===== config.mk =====
export PLATFORM = sky130hd
export DESIGN_NAME = spi_arbiter
export DESIGN_NICKNAME = d
export VERILOG_FILES = /design/src/rtl/spi_arb_pkg.sv /design/src/rtl/spi_arbiter_rr_pick.sv /design/src/rtl/spi_arbiter.sv
export SDC_FILE = /design/constraint.sdc
export NUM_CORES = 1
export LEC_CHECK = 0
export ABC_AREA = 1
export CAP_MARGIN = 30
export CORE_UTILIZATION = 40
export CTS_BUF_LIST = sky130_fd_sc_hd__clkbuf_8
export CTS_CLUSTER_SIZE = 16
export DETAILED_ROUTE_END_ITERATION = 8
export PLACE_DENSITY = 0.78
export SYNTH_ARGS = -nofsm -noshare
export SYNTH_HDL_FRONTEND = slang
export SYNTH_SLANG_ARGS = --single-unit

===== constraint.sdc =====
create_clock -name clk -period 2.9 [get_ports clk]
set_input_delay 0.58 -clock clk [delete_from_list [all_inputs] [get_ports clk]]
set_output_delay 0.58 -clock clk [all_outputs]
set_load 0.1 [all_outputs]

===== src/rtl/spi_arb_pkg.sv =====
// -----------------------------------------------------------------------------
// spi_arb_pkg
// Shared types and helpers for the SPI bus arbiter.
//   state_e    : arbiter state (IDLE = no owner, OWN = one channel holds the bus)
//   ptr_width(): width of an index able to address n items (ceil log2, min 1)
// -----------------------------------------------------------------------------
package spi_arb_pkg;

  typedef enum logic {
    IDLE = 1'b0,
    OWN  = 1'b1
  } state_e;

  function automatic int unsigned ptr_width(input int unsigned n);
    return (n <= 2) ? 1 : $clog2(n);
  endfunction

endpackage


===== src/rtl/spi_arbiter_rr_pick.sv =====
// -----------------------------------------------------------------------------
// rr_pick
// Combinational round-robin picker: selects the first set bit of req at or
// after index ptr, wrapping modulo N_CH.
// Ports:
//   req  : per-channel request vector
//   ptr  : starting index of the search (always < N_CH in use)
//   pick : one-hot selection, all-zero when req is all-zero
// -----------------------------------------------------------------------------
module rr_pick
  import spi_arb_pkg::*;
#(
  parameter int N_CH  = 3,
  parameter int PTR_W = ptr_width(N_CH)
) (
  input  logic [N_CH-1:0]  req,
  input  logic [PTR_W-1:0] ptr,
  output logic [N_CH-1:0]  pick
);

  always_comb begin
    logic found;
    int   idx;
    // NOTE: every combinational output gets a default first so no path
    // through the block leaves it unassigned (which would infer a latch).
    pick  = '0;
    found = 1'b0;
    idx   = 0;
    for (int k = 0; k < N_CH; k++) begin
      idx = (int'(ptr) + k) % N_CH;
      if (!found && req[idx]) begin
        pick[idx] = 1'b1;
        found     = 1'b1;
      end
    end
  end

endmodule


===== src/rtl/spi_arbiter.sv =====
// -----------------------------------------------------------------------------
// spi_arbiter
// Round-robin arbiter granting one of N_CH channels ownership of an SPI bus
// until that channel signals done. The granted channel's bundle is muxed onto
// spi_in.
// Optional feature: define SPI_ARB_TIMEOUT_EN to force release of an owner
// that holds the bus for TIMEOUT cycles without done; a one-cycle timeout
// pulse follows. Without the macro, timeout is tied low and TIMEOUT is unused.
// Ports:
//   clk     : system clock, rising edge
//   rst     : asynchronous active-high reset
//   req     : per-channel request level
//   done    : per-channel end-of-transaction pulse (only the owner's counts)
//   ch_out  : packed channel bundles, channel i at [i*SIZE +: SIZE]
//   grant   : registered one-hot grant, zero when idle
//   spi_in  : bundle of the granted channel, zero when no grant
//   busy    : high while a grant is held
//   timeout : one-cycle pulse after a forced release
// -----------------------------------------------------------------------------
module spi_arbiter
  import spi_arb_pkg::*;
#(
  parameter int N_CH    = 3,
  parameter int SIZE    = 1,
  parameter int TIMEOUT = 1024
) (
  input  logic                 clk,
  input  logic                 rst,
  input  logic [N_CH-1:0]      req,
  input  logic [N_CH-1:0]      done,
  input  logic [N_CH*SIZE-1:0] ch_out,
  output logic [N_CH-1:0]      grant,
  output logic [SIZE-1:0]      spi_in,
  output logic                 busy,
  output logic                 timeout
);

  localparam int PTR_W = ptr_width(N_CH);

  state_e            state_q, state_d;
  logic [N_CH-1:0]   grant_q, grant_d;
  logic [PTR_W-1:0]  ptr_q,   ptr_d;
  logic [PTR_W-1:0]  owner_q, owner_d;
  logic              timeout_q, timeout_d;

  logic [N_CH-1:0]   pick;
  logic [PTR_W-1:0]  pick_idx;
  logic [PTR_W-1:0]  next_ptr;
  logic              owner_done;

  rr_pick #(
    .N_CH  (N_CH),
    .PTR_W (PTR_W)
  ) u_rr_pick (
    .req  (req),
    .ptr  (ptr_q),
    .pick (pick)
  );

  // Binary index of the one-hot pick, stored so the pointer can advance past
  // the owner on release.
  always_comb begin
    pick_idx = '0;
    for (int i = 0; i < N_CH; i++) begin
      if (pick[i]) pick_idx = PTR_W'(i);
    end
  end

  // With a single channel this always yields 0.
  assign next_ptr   = (owner_q == PTR_W'(N_CH - 1)) ? '0 : owner_q + 1'b1;
  assign owner_done = done[owner_q];

`ifdef SPI_ARB_TIMEOUT_EN
  localparam int CNT_W = ptr_width(TIMEOUT);
  logic [CNT_W-1:0] cnt_q, cnt_d;
  logic             hold_expired;
  assign hold_expired = (cnt_q == CNT_W'(TIMEOUT - 1));
`endif

  always_comb begin
    state_d   = state_q;
    grant_d   = grant_q;
    ptr_d     = ptr_q;
    owner_d   = owner_q;
    timeout_d = 1'b0;
`ifdef SPI_ARB_TIMEOUT_EN
    cnt_d     = cnt_q;
`endif
    unique case (state_q)
      IDLE: begin
        // done is ignored here; any request starts a new ownership.
        if (|req) begin
          state_d = OWN;
          grant_d = pick;
          owner_d = pick_idx;
`ifdef SPI_ARB_TIMEOUT_EN
          cnt_d   = '0;
`endif
        end
      end
      OWN: begin
        // The owner's req level is irrelevant while it holds the bus; done
        // wins over an expiring hold on the same edge.
        if (owner_done) begin
          state_d = IDLE;
          grant_d = '0;
          ptr_d   = next_ptr;
        end
`ifdef SPI_ARB_TIMEOUT_EN
        else if (hold_expired) begin
          state_d   = IDLE;
          grant_d   = '0;
          ptr_d     = next_ptr;
          timeout_d = 1'b1;
        end else begin
          cnt_d = cnt_q + 1'b1;
        end
`endif
      end
      default: begin
        state_d = IDLE;
        grant_d = '0;
      end
    endcase
  end

  // NOTE: sequential state uses non-blocking assignments so every register
  // samples the pre-edge value of its neighbours.
  always_ff @(posedge clk or posedge rst) begin
    if (rst) begin
      state_q   <= IDLE;
      grant_q   <= '0;
      ptr_q     <= '0;
      owner_q   <= '0;
      timeout_q <= 1'b0;
    end else begin
      state_q   <= state_d;
      grant_q   <= grant_d;
      ptr_q     <= ptr_d;
      owner_q   <= owner_d;
      timeout_q <= timeout_d;
    end
  end

`ifdef SPI_ARB_TIMEOUT_EN
  always_ff @(posedge clk or posedge rst) begin
    if (rst) cnt_q <= '0;
    else     cnt_q <= cnt_d;
  end
  assign timeout = timeout_q;
`else
  assign timeout = 1'b0;
`endif

  // AND-OR mux keyed on the registered grant; non-granted slices give zero.
  always_comb begin
    spi_in = '0;
    for (int i = 0; i < N_CH; i++) begin
      if (grant_q[i]) spi_in = spi_in | ch_out[i*SIZE +: SIZE];
    end
  end

  assign grant = grant_q;
  assign busy  = |grant_q;

endmodule


After elaboration in Yosys (flattened, before gate mapping):

Index checks and enable logic that the tools add are counted.

* register bits after elaboration: 8
* RAM bits: 0
* output and inout bits: 6
* memory bits (read-only): 0
* bits in latches: 0
* input port bits: 11
* memories: 0

* mux-type cells: 34
* divide/modulo/power cells: 3
* bitwise gates (word level): 5
* shift operators: 0
* reduce and logical (&&, ||, !) cells: 12
* multiply operators: 0
* equal/unequal tests: 3
* add/sub/neg operators: 3
* order comparisons: 7

Operator list (count)
* $ge 32x1->1 const B: 3
* $lt 32x4->1 const B: 3
* $mod 32x3->32 const B: 2
* $mod 3x3->32 const B: 1
* $mux 1: 18
* $mux 3: 5
* $bmux 1 s2: 4
* $demux 1 s2: 3
* $or 3x3->3: 2
* $pmux 3 s2: 1
* $reduce_and 2->1: 3
* $reduce_or 3->1: 2
* $logic_and 1x1->1: 5
* $mux 2: 2
* $add 2x1->3 const B: 1
* $add 2x2->3 const B: 1
* $lt 2x3->1 const B: 1
* $add 2x1->2 const B: 1
* $eq 2x2->1 const B: 1
* $logic_not 1->1: 2
* $ne 2x1->1 const B: 1
* $ne 2x2->1 const B: 1
* $or 1x1->1: 2
* $pmux 1 s2: 1
* $not 1->1: 1

Depth between registers and ports, before layout:

* depth in word-level cells: 13
* gate-level depth with buffers: 13
* mapped depth without buffers: 13

Cells and area by module:

A second synthesis with hierarchy kept.

* cells, all modules: 93
* area, all modules: 654.4 µm²

By module, submodules not included
* spi_arbiter: instances 1, cells each 51, area each 421.7 µm²
* rr_pick: instances 1, cells each 42, area each 232.7 µm²

Worst setup path before layout:

Ideal clock, no wire load.

* path kind: register to output
* start: reg grant_q[1] (netlist: grant[1])
* end: out spi_in
* arrival: 1.814 ns
* buffers on the path: 0
* path slack: 0.506 ns
* stages on the path, launching flop included: 3
* cell sequence: dfrtp_1 > nand2_1 > nand3_1

* longest elaborated chain between the ends: 3

RTL lines
* from (decl): line spi_arbiter.sv:41 `logic [N_CH-1:0] grant_q, grant_d;`
* from (signal assigned): line spi_arbiter.sv:138 `grant_q <= grant_d;`
* $mux 1 (*): line spi_arbiter.sv:159 `if (grant_q[i]) spi_in = spi_in | ch_out[i*SIZE +: SIZE];`
* $or 1x1->1: line spi_arbiter.sv:159
* $mux 1 (*): line spi_arbiter.sv:159
* to (decl): line spi_arbiter.sv:33 `output logic [SIZE-1:0] spi_in,`

Every way passes the cells marked *; elsewhere a longest branch is shown, timed or not.

Worst setup path after layout:

* start: in ch_out[1]
* end: out spi_in

* longest elaborated chain between the ends: 4

RTL lines
* from (decl): line spi_arbiter.sv:31 `input logic [N_CH*SIZE-1:0] ch_out,`
* $or 1x1->1 (*): line spi_arbiter.sv:159
* $mux 1 (*): line spi_arbiter.sv:159
* $or 1x1->1: line spi_arbiter.sv:159
* $mux 1 (*): line spi_arbiter.sv:159

Marked as above.

==> flow_summary_export.csv <==
group,metric,value,unit
status,status,"complete, no violations",
route,drt_pass1_iterations,4,
die,die_height,41.5,um
cells_and_area,multi_input_area,353,um^2
synthesis,synth_area,624,um^2
route,remaining_drc_errors,0,
global_routing,antenna_found_initial,0,
route,vias,660,
global_routing,top_usage_layer,"met2",
cells_and_area,ff_latch_area,200,um^2
clock_network,h-tree-depth,1,
die,rows,13,
cells_and_area,mostFrequentLayoutCell,"nand2_1",
synthesis,ys_types,17,
route,drt_iter0_markers,14,
power,leakage,0.445,nW
route,drt-wirelength-per-cell,11.2,um
die,core,0.00138,mm^2
global_routing,grt_pass1_wl,2460,um
power,ir_worst_vdd,0.578,mV
clock_network,root_buffer,"clkbuf_8",
clock_network,cts_tree,"yes",
critical_path,required,2.32,ns
cells_and_area,final_util,59.8,%
run,cap_violations,0,
sta,tns,0,ns
power,p_total,1.01,mW
route,postRouteAntennaNets,0,
die,die_w,41.5,um
global_routing,grt_usage,18.6,%
sta,fin_skew,0.00281,ns
die,ioPinCount,17,
clock_network,clk_transition_reported_paths,0.04,ns
critical_path,path_max_fanout,1,
placement,dpl.hpwl,1180,um
clock_network,cts_buffers,3,
placement,gp_congestion,0.889,
clock_network,worstSkewPairLatency,0.23,ns
sta,finalCritPeriodShare,68.0,%
placement,portBuffers,15,
critical_path,r2r_slack,1.24,ns
critical_path,critPathArrivalTime,1.39,ns
cells_and_area,area_delta_synth_final,32.5,%
global_routing,met1_usage,22.0,%
cells_and_area,layout_common_cells,"nand2_1, nand3_1, inv_1, clkdlybuf4s50_1",
clock_network,cts_num_sinks,8,
synthesis,ys_warn_count,0,
critical_path,crit_type,"in -> out",
cells_and_area,drive_gt1_share,13.0,%
sta,rsz0062_at_grt,"false",
cells_and_area,antenna_cells,0,
route,viasPerCell,5.08,
global_routing,grt_util_met2,30.3,%
synthesis,syn_nets,113,
die,dieArea,0.00172,mm^2
die,start_util,45.2,%
synthesis,syn-instance-count,98,
synthesis,ys_seq_area_share,32.1,%
cells_and_area,n_fill_cell,134,
min_path,min_path_type,"reg -> reg",
synthesis,yosysTopAreaCellShare,32.1,%
sta,maxSlewViolCount,0,
critical_path,cp-end-kind,"output port",
placement,placed_area,786,um^2
synthesis,synthTopCellsByArea,"dfrtp_1, nand2_1, nand3_1",
global_routing,gr-total-overflow,0,
synthesis,yosys.area.top_type,"dfrtp_1",
sta,hold_viol_final,0,
sta,final-setup-viol-count,0,
global_routing,grt_max_degree,9,
global_routing,grt_pass1_vias,600,
clock_network,cts_buffer_depth,2,
cells_and_area,stdcell_area,827,um^2
critical_path,start_kind,"input pin",
sta,fin_ws,0.929,ns
synthesis,ys_ff_latch,8,
power,power.density,1220,mW/mm^2
cells_and_area,fin_nets,132,
synthesis,syn_avg_cell_area,6.37,um^2
clock_network,cts_setup_buffers,0,
route,wl,1450,um
global_routing,met3_usage,6.52,%
sta,timing.fmax,507,MHz
clock_network,cts-hold-fix-buffers,0,
sta,timing.final.crit_period,1.97,ns
placement,dp_slack,0.907,ns
clock_network,post_cts_resized,0,
worst paths after layout:
kind,from,end,cells after the start
max,ch_out[1],spi_in,4
min,owner_q[0],owner_q[0],2
max reg2reg,ptr_q[0],owner_q[0],11
min reg2reg,owner_q[0],owner_q[0],2
max in group asynchronous,rst,state_q,2
min in group asynchronous,rst,grant[2],2
report_power, final:
group | internal (mW) | switching [mW]
Combinational | 0.195 | 0.491
Sequential | 0.154 | 0.0340
Clock | 0.0898 | 0.0427
Total | 0.439 | 0.568
critical path, cell delays in order:
cell and delay [ns]:
clkdlybuf4s50_1 0.45, nand2_1 0.05, nand3_1 0.12, buf_12 0.18
cells in the mapped netlist, drive strengths merged:
cell / count
buf: 1
clkinv: 1
conb: 1
dfrtp: 8
ha: 4
inv: 16
nand2: 31
nand3: 16
nor2: 8
nor3: 1
o21ai: 9
o31ai: 1
or3: 1
sequential cells by signal, summed over array words and instances, names as in the netlist:
register	flops
grant	3
owner_q	2
ptr_q	2
state_q	1
logic make-up after synthesis:
family,after synthesis,synth area share (%)
simple gates,57,38.9
buf+inv,18,11.4
compound gates,10,9.02
flops,8,32.1
fa+ha+maj,4,8.02
other cells,1,0.601
per-layer routing:
metal  up-vias  wire (um)
met5         -          0
met2        15        734
met1       300        650
met4         0         11
li1        343          -
met3         2         57
stage by stage:
| step | hold WS, ns | cells |
|---|---|---|
| after floorplan | 0.396 | 98 |
| after global placement | 0.502 | 127 |
| after detailed placement | 0.505 | 127 |
| after CTS | 0.514 | 130 |
| after global routing | 0.533 | 130 |
| final | 0.510 | 130 |
area by class of cell:
class                           instances  share of cell area, %
Multi-Input combinational cell         72                   42.7
Timing Repair Buffer                   15                   18.2
Inverter                               17                   7.72
Sequential cell                         8                   24.2
Clock buffer                            3                   4.99
Tap cell                               15                   2.27
No activity file was read; power rests on OpenSTA's default activity.
